File: config.mk
export PLATFORM = sky130hd
export DESIGN_NAME = count_sequencer
export DESIGN_NICKNAME = d
export VERILOG_FILES = /design/src/rtl/count_sequencer.sv
export SDC_FILE = /design/constraint.sdc
export NUM_CORES = 1
export LEC_CHECK = 0
export ABC_AREA = 1
export CORE_AREA = 2 2 61 78
export CTS_CLUSTER_DIAMETER = 100
export DETAILED_ROUTE_END_ITERATION = 7
export DIE_AREA = 0 0 63 80
export SYNTH_ARGS = -nofsm -noshare
export SYNTH_HDL_FRONTEND = slang
export SYNTH_SLANG_ARGS = --single-unit
File: constraint.sdc
create_clock -name clk -period 2.12 [get_ports clk]
set_clock_uncertainty 0.1 [all_clocks]
set_input_delay 0.318 -clock clk [delete_from_list [all_inputs] [get_ports clk]]
set_output_delay 0.318 -clock clk [all_outputs]
set_load 0.02 [all_outputs]
File: src/rtl/count_sequencer.sv
// Job controller for an external N-bit load/enable/terminal-compare up-counter.
// Runs cfg_reps repetitions of cfg_start..cfg_bound behind a start/busy/done handshake.
module count_sequencer #(
  parameter int N = 6,
  parameter int R = 4
) (
  input  logic         clk,
  input  logic         reset,
  input  logic         start,
  input  logic         abort,
  input  logic         tick,
  input  logic [N-1:0] cfg_start,
  input  logic [N-1:0] cfg_bound,
  input  logic [R-1:0] cfg_reps,
  input  logic         cnt_co,
  output logic         cnt_load,
  output logic         cnt_en,
  output logic [N-1:0] cnt_par_load,
  output logic [N-1:0] cnt_upper_bound,
  output logic         busy,
  output logic         done,
  output logic         aborted,
  output logic         err,
  output logic [R-1:0] rep_idx
);

  typedef enum logic [1:0] {
    IDLE = 2'd0,
    LOAD = 2'd1,
    RUN  = 2'd2,
    DONE = 2'd3
  } state_t;

  localparam logic [N-1:0] ZERO_N = {N{1'b0}};
  localparam logic [R-1:0] ZERO_R = {R{1'b0}};
  localparam logic [R-1:0] ONE_R  = {{(R-1){1'b0}}, 1'b1};

  state_t       state_r;
  logic         gap_r;
  logic         busy_r;
  logic         done_r;
  logic         aborted_r;
  logic         err_r;
  logic [R-1:0] rep_idx_r;
  logic [R-1:0] reps_r;
  logic [N-1:0] start_r;
  logic [N-1:0] bound_r;

  logic         cfg_bad_s;
  logic         rep_end_s;
  logic         last_rep_s;

  assign cfg_bad_s  = (cfg_start > cfg_bound) || (cfg_reps == ZERO_R);
  assign rep_end_s  = tick && cnt_co;
  assign last_rep_s = (rep_idx_r == (reps_r - ONE_R));

  assign cnt_par_load    = start_r;
  assign cnt_upper_bound = bound_r;
  assign busy            = busy_r;
  assign done            = done_r;
  assign aborted         = aborted_r;
  assign err             = err_r;
  assign rep_idx         = rep_idx_r;

  // Counter strobes; abort suppresses both in the cycle it is seen, and
  // the terminal value is never stepped past because cnt_co gates the enable.
  always_comb begin
    cnt_load = 1'b0;
    cnt_en   = 1'b0;
    case (state_r)
      LOAD: begin
        if (!gap_r && !abort) begin
          cnt_load = 1'b1;
        end else begin
          cnt_load = 1'b0;
        end
      end
      RUN: begin
        cnt_en = tick & ~cnt_co & ~abort;
      end
      default: begin
        cnt_load = 1'b0;
        cnt_en   = 1'b0;
      end
    endcase
  end

  // Sequencer FSM with registered status outputs and latched job configuration.
  always_ff @(posedge clk) begin
    if (reset) begin
      state_r   <= IDLE;
      gap_r     <= 1'b0;
      busy_r    <= 1'b0;
      done_r    <= 1'b0;
      aborted_r <= 1'b0;
      err_r     <= 1'b0;
      rep_idx_r <= ZERO_R;
      reps_r    <= ZERO_R;
      start_r   <= ZERO_N;
      bound_r   <= ZERO_N;
    end else begin
      done_r    <= 1'b0;
      aborted_r <= 1'b0;
      case (state_r)
        IDLE: begin
          if (start) begin
            start_r   <= cfg_start;
            bound_r   <= cfg_bound;
            reps_r    <= cfg_reps;
            rep_idx_r <= ZERO_R;
            gap_r     <= 1'b0;
            if (cfg_bad_s) begin
              err_r   <= 1'b1;
              state_r <= IDLE;
            end else begin
              err_r   <= 1'b0;
              busy_r  <= 1'b1;
              state_r <= LOAD;
            end
          end
        end
        // A reload spends one dead cycle (gap_r) before the load strobe.
        LOAD: begin
          if (abort) begin
            state_r   <= IDLE;
            busy_r    <= 1'b0;
            aborted_r <= 1'b1;
            gap_r     <= 1'b0;
          end else if (gap_r) begin
            gap_r <= 1'b0;
          end else begin
            state_r <= RUN;
          end
        end
        RUN: begin
          if (abort) begin
            state_r   <= IDLE;
            busy_r    <= 1'b0;
            aborted_r <= 1'b1;
          end else if (rep_end_s) begin
            if (last_rep_s) begin
              state_r <= DONE;
              busy_r  <= 1'b0;
              done_r  <= 1'b1;
            end else begin
              rep_idx_r <= rep_idx_r + ONE_R;
              gap_r     <= 1'b1;
              state_r   <= LOAD;
            end
          end
        end
        DONE: begin
          state_r <= IDLE;
        end
        default: begin
          state_r <= IDLE;
          busy_r  <= 1'b0;
          gap_r   <= 1'b0;
        end
      endcase
    end
  end

endmodule
Word level (Yosys, flattened, before mapping)
Cells that the tools add are included.

operators by class
  multiplexer cells = 31
  add/sub/neg operators = 2
  reductions and logical operators = 17
  equal/unequal tests = 13
  $lt $le $gt $ge = 1
  bitwise operators = 7

operators by type and width
  cell                                                 count
  two-way mux 1 bit                                    17
  two-way mux 4 bit                                    4
  two-way mux 2 bit                                    6
  != test 2 bit, second input constant                 6
  AND reduction 5 bit                                  2
  != test 3 bit, second input constant                 3
  one-hot mux 2 bit (4 select lines)                   1
  one-hot mux 4 bit (2 select lines)                   1
  greater-than comparator 6 bit                        1
  one-hot mux 1 bit (3 select lines)                   2
  AND reduction 6 bit                                  1
  NOT 1 bit                                            5
  adder 4 x 1 -> 4 bit, second input constant          1
  equality test 2 bit, second input constant           2
  equality test 4 bit                                  1
  zero test 4 bit                                      1
  OR reduction 2 bit                                   2
  OR reduction 4 bit                                   1
  subtractor 4 x 1 -> 4 bit, second input constant     1
  AND reduction 3 bit                                  1
  nonzero test 3 bit                                   1
  AND 1 bit                                            2
  equality test 2 x 1 -> 1 bit, second input constant  1
  logical AND 1 bit                                    2
  5 further kinds                                      6

word-level totals
  register bits after elaboration = 27
  logic and storage cells = 81
  bits of input ports = 22
  output and inout bits = 22

Longest topological paths before layout
  word-level depth = 6
  gate-level depth with buffers = 14

Worst setup path after synthesis
No wires, ideal clock.

  kind = reg2out
  start point = register state_r[0]
  end point = output cnt_en
  cell stages (with the launch flop) = 7
  slack = 0.466 ns
  required time = 1.702 ns
  data arrival time = 1.236 ns
  path through = dfxtp_1 -> inv_1 -> ha_1 -> inv_1 -> nor2_4 -> nand2_1 -> nor2_1

on the way
  word-level cells in the longest chain between the ends = 2

ends and longest elaborated chain
  element                 line  text
  from (decl)             38    state_t state_r;
  from (signal assigned)  91    state_r <= IDLE;
  from (signal assigned)  114   state_r <= IDLE;
  from (signal assigned)  118   state_r <= LOAD;
  equality test 2 bit     70    case (state_r)
  two-way mux 1 bit       70
  to (decl)               17    output logic cnt_en,

No other way between the ends.

Worst setup path after layout
Same ends and word-level chain as after synthesis.

==> impl_results.md <==
- Final Instance Count excl. Fillers: 326
- Relative area change from synthesis to final layout: 40.1%
- GRT Total Usage: 0.144
- Post-synthesis cell count: 217
- Hold worst-path end: reps_r[1]$_SDFFE_PP0P_
- Reported leakage power: between 0.9 and 1 nW
- Sinks on the clock net: 27
- Share of the synthesized area in the top cell type: 0.360
- Area of the core: 4290 sq um
- Number of DRC markers after the initial detailed-route iteration: 38
- Final HPWL from detailed placement: 2.71 mm
- Clock input transition at the sequential cells of the worst setup and hold paths: 0.10 ns
- Maximum frequency from static timing analysis: 503 MHz
- Cell at the root of the clock tree: sky130_fd_sc_hd__clkbuf_8
- Setup-violating endpoint count in the final report: 0
- Antenna diode instance count: 0
- Number of buffers inserted during clock tree synthesis: 3
- Switching fraction of total power: 0.322
- # port buffers: 43
- Number of cell instances on the worst register-to-register path: 11
- Max IR drop VDD: approximately 0.28 mV
- Post-route worst hold slack: 0.390 ns
- Top cell type by total area after synthesis: sky130_fd_sc_hd__dfxtp_1
- Filler cell count: between 400 and 500
- Chip Height: 80 um
- Synth Register Bits: 27
- Max-cap violations: 0
- Antenna violations before repair: 0
- Area occupied by registers: around 540 sq um
- Final Hold Viols: 0
- Hold Path Class: reg2reg
- Wire length of the first global-routing pass: between 5 and 6 mm
- Part of the power in combinational logic: 0.306
- Cell area after technology mapping: 1500 sq um
- Std-Cell Rows: 27
- Endpoint class of the critical path: output pin
- Most common library cell in the layout ignoring fill and taps: sky130_fd_sc_hd__nand2_1
- Core occupancy in the finished layout: 0.490
- Leading cell types in the layout, fill and taps excluded: sky130_fd_sc_hd__nand2_1, sky130_fd_sc_hd__clkdlybuf4s50_1, sky130_fd_sc_hd__nor2_1
- Critical hold path startpoint: reps_r[1]$_SDFFE_PP0P_
- Setup repair after global routing missed its margin: no
- Arrival time at the worst endpoint: 1.57 ns
- Maximum number of pins on one net before global-route repair: 21
- Fraction of layout cells with a size suffix above 1: 0.0746
- Wirelength per Cell: between 10 and 15 um
- Crit Reg-Reg Endpoint: state_r[0]$_SDFFE_PP0P_
- CTS tree: yes
- Overall overflow remaining after global route: 0
- Sequential share of power: 0.454
- Startpoint Class: flop
- Syn_nets: between 200 and 300
- Die Area: 5040 sq um
- Slew at the pin closest to its max-slew limit: roughly 0.25 ns
- Fin crit period: 1.99 ns
- Reg-to-reg critical path startpoint: state_r[0]$_SDFFE_PP0P_
- Clock Path Buffers: 2
- Wire length after detailed routing: 3.47 mm
- Hold buffer count at CTS: 0
- Cell area reported after detailed placement: 2050 sq um
- Run status: complete, no violations
- Minimum setup slack among reg-to-reg paths: ~0.22 ns
- GP Congestion: ~0.83
- Via-to-Cell Ratio: 4.44
- Maximum fanout encountered on the critical timing path: 4
- PD cells: approximately 600 nW/um^2
- H-Tree Level Count: 1
- Mean Syn Cell Area: 6.91 sq um
- Clock power frac: 0.240
- Cells taking the most area after synthesis: sky130_fd_sc_hd__dfxtp_1, sky130_fd_sc_hd__nand2_1, sky130_fd_sc_hd__ha_1
- Relative slew margins: 0.832
- TNS Setup: 0 ns
- Net Sw Power: 0.000410 W
- Syn. warnings: 0
- Vias in the first global route: 1371
- Number of antenna-violating nets in the routed design: 0
- Kind of critical path: reg2out
- Area of all placed cells without fillers: about 2100 sq um
- Initial Util: 0.350
- Share of synthesized area occupied by flip-flops and latches: 0.360
- Hold depth: 2
- Pre-Repair DR Iteration Count: 6
- Count of distinct cell types in the synthesized netlist: 23
- Fin nets: 304
- Number of placed instances with taps included: about 320
- Final number of max-transition violations: 0
- Die outline width: 63 um
- Clock insertion delay at the later pin of the skew report: 0.28 ns
- Internal power: 0.000864 W
- Count of vias placed by the detailed router: 1448
- Combined area of the multi-input logic cells: 825 sq um
- Crit share post-route: 0.937
- Drt drc: 0
- Ports: 44
- Required time worst endpoint: 1.70 ns
==> state kept, by name, indices dropped and copies added, names as in the netlist <==
signal / cells
aborted: 1
busy: 1
cnt_par_load: 6
cnt_upper_bound: 6
done: 1
err: 1
gap_r: 1
rep_idx: 4
reps_r: 4
state_r: 2
==> through the flow <==
step	power (W)	setup slack, ns
3_5_place_dp	0.000983	0.0314
6_report	0.00127	0.133
2_1_floorplan	0.000818	0.466
5_1_grt	0.00136	0.00492
3_3_place_gp	0.000981	0.0423
4_1_cts	0.00129	0.0252
==> layer usage <==
| metal | wire length, um | GRT usage | up-vias |
|---|---|---|---|
| met5 | 0 | 0 | - |
| met4 | 44 | 0.0511 | 0 |
| met3 | 234 | 0.0339 | 6 |
| met2 | 1730 | 0.272 | 42 |
| met1 | 1470 | 0.154 | 612 |
| li1 | - | - | 788 |
==> cells in the mapped netlist <==
cell type,count
sky130_fd_sc_hd__nand3_2,1
sky130_fd_sc_hd__ha_1,13
sky130_fd_sc_hd__nand2_4,1
sky130_fd_sc_hd__buf_1,1
sky130_fd_sc_hd__nand2_2,2
sky130_fd_sc_hd__nand4_1,3
sky130_fd_sc_hd__clkbuf_1,4
sky130_fd_sc_hd__inv_2,1
sky130_fd_sc_hd__nand3_1,6
sky130_fd_sc_hd__nor2_1,32
sky130_fd_sc_hd__nand2_1,47
sky130_fd_sc_hd__a21oi_1,17
sky130_fd_sc_hd__o21ai_0,20
sky130_fd_sc_hd__xor2_1,4
sky130_fd_sc_hd__nor4_1,1
sky130_fd_sc_hd__o21ai_1,1
sky130_fd_sc_hd__or2_1,1
sky130_fd_sc_hd__inv_1,30
sky130_fd_sc_hd__nor2_4,2
sky130_fd_sc_hd__a31oi_1,1
sky130_fd_sc_hd__xnor2_1,1
sky130_fd_sc_hd__dfxtp_1,27
sky130_fd_sc_hd__a22oi_1,1
==> layout make-up <==
| type | instances | area share |
|---|---|---|
| Tap cell | 58 | 0.0345 |
| Multi-Input combinational cell | 154 | 0.392 |
| Timing Repair Buffer | 52 | 0.237 |
| Inverter | 31 | 0.0554 |
| Sequential cell | 27 | 0.257 |
| Clock buffer | 3 | 0.0196 |
| Clock inverter | 1 | 0.00357 |
==> worst max-delay path by stage <==
| stage | start | to | slack (ns) |
|---|---|---|---|
| 2_1_floorplan | state_r[0]$_SDFFE_PP0P_ | cnt_en | 0.47 |
| 3_3_place_gp | abort | cnt_load | 0.04 |
| 4_1_cts | abort | cnt_load | 0.03 |
| 6_report | state_r[0]$_SDFFE_PP0P_ | cnt_en | 0.13 |
| 5_1_grt | state_r[0]$_SDFFE_PP0P_ | state_r[0]$_SDFFE_PP0P_ | 0.005 |
| 3_5_place_dp | abort | cnt_load | 0.03 |
==> power by group through the flow <==
stage	sequential [W]	clock, W	combinational (W)
after floorplan	0.000627	0	0.000191
after global placement	0.000591	0	0.000390
after detailed placement	0.000591	0	0.000392
after CTS	0.000580	0.000316	0.000395
after global routing	0.000586	0.000334	0.000437
final	0.000579	0.000306	0.000389
==> what timing repair did <==
item | CTS | global route
endpoints found under the setup margin | 1 | 1
resized for setup | 1 | 1
buffers inserted | 0 | 0
endpoints found under the hold margin | 0 | 0
==> cell families after synthesis <==
kind of cell | Yosys count | synth area share
adders and majority gates | 13 | 0.108
and+or+nand+nor | 96 | 0.276
DFF | 27 | 0.360
buffers and inverters | 36 | 0.0901
AOI/OAI and AO/OA | 40 | 0.136
xor gates and xnor gates | 5 | 0.0292
==> critical path: stages (launching register included) <==
cell                            delay [ns]
sky130_fd_sc_hd__dfxtp_1              0.39
sky130_fd_sc_hd__inv_1                0.10
sky130_fd_sc_hd__ha_1                 0.22
sky130_fd_sc_hd__inv_1                0.15
sky130_fd_sc_hd__nor2_4               0.04
sky130_fd_sc_hd__nand2_1              0.05
sky130_fd_sc_hd__nor2_1               0.03
sky130_fd_sc_hd__dlygate4sd2_1        0.31
Note: power is estimated with default switching activity, not from simulation.
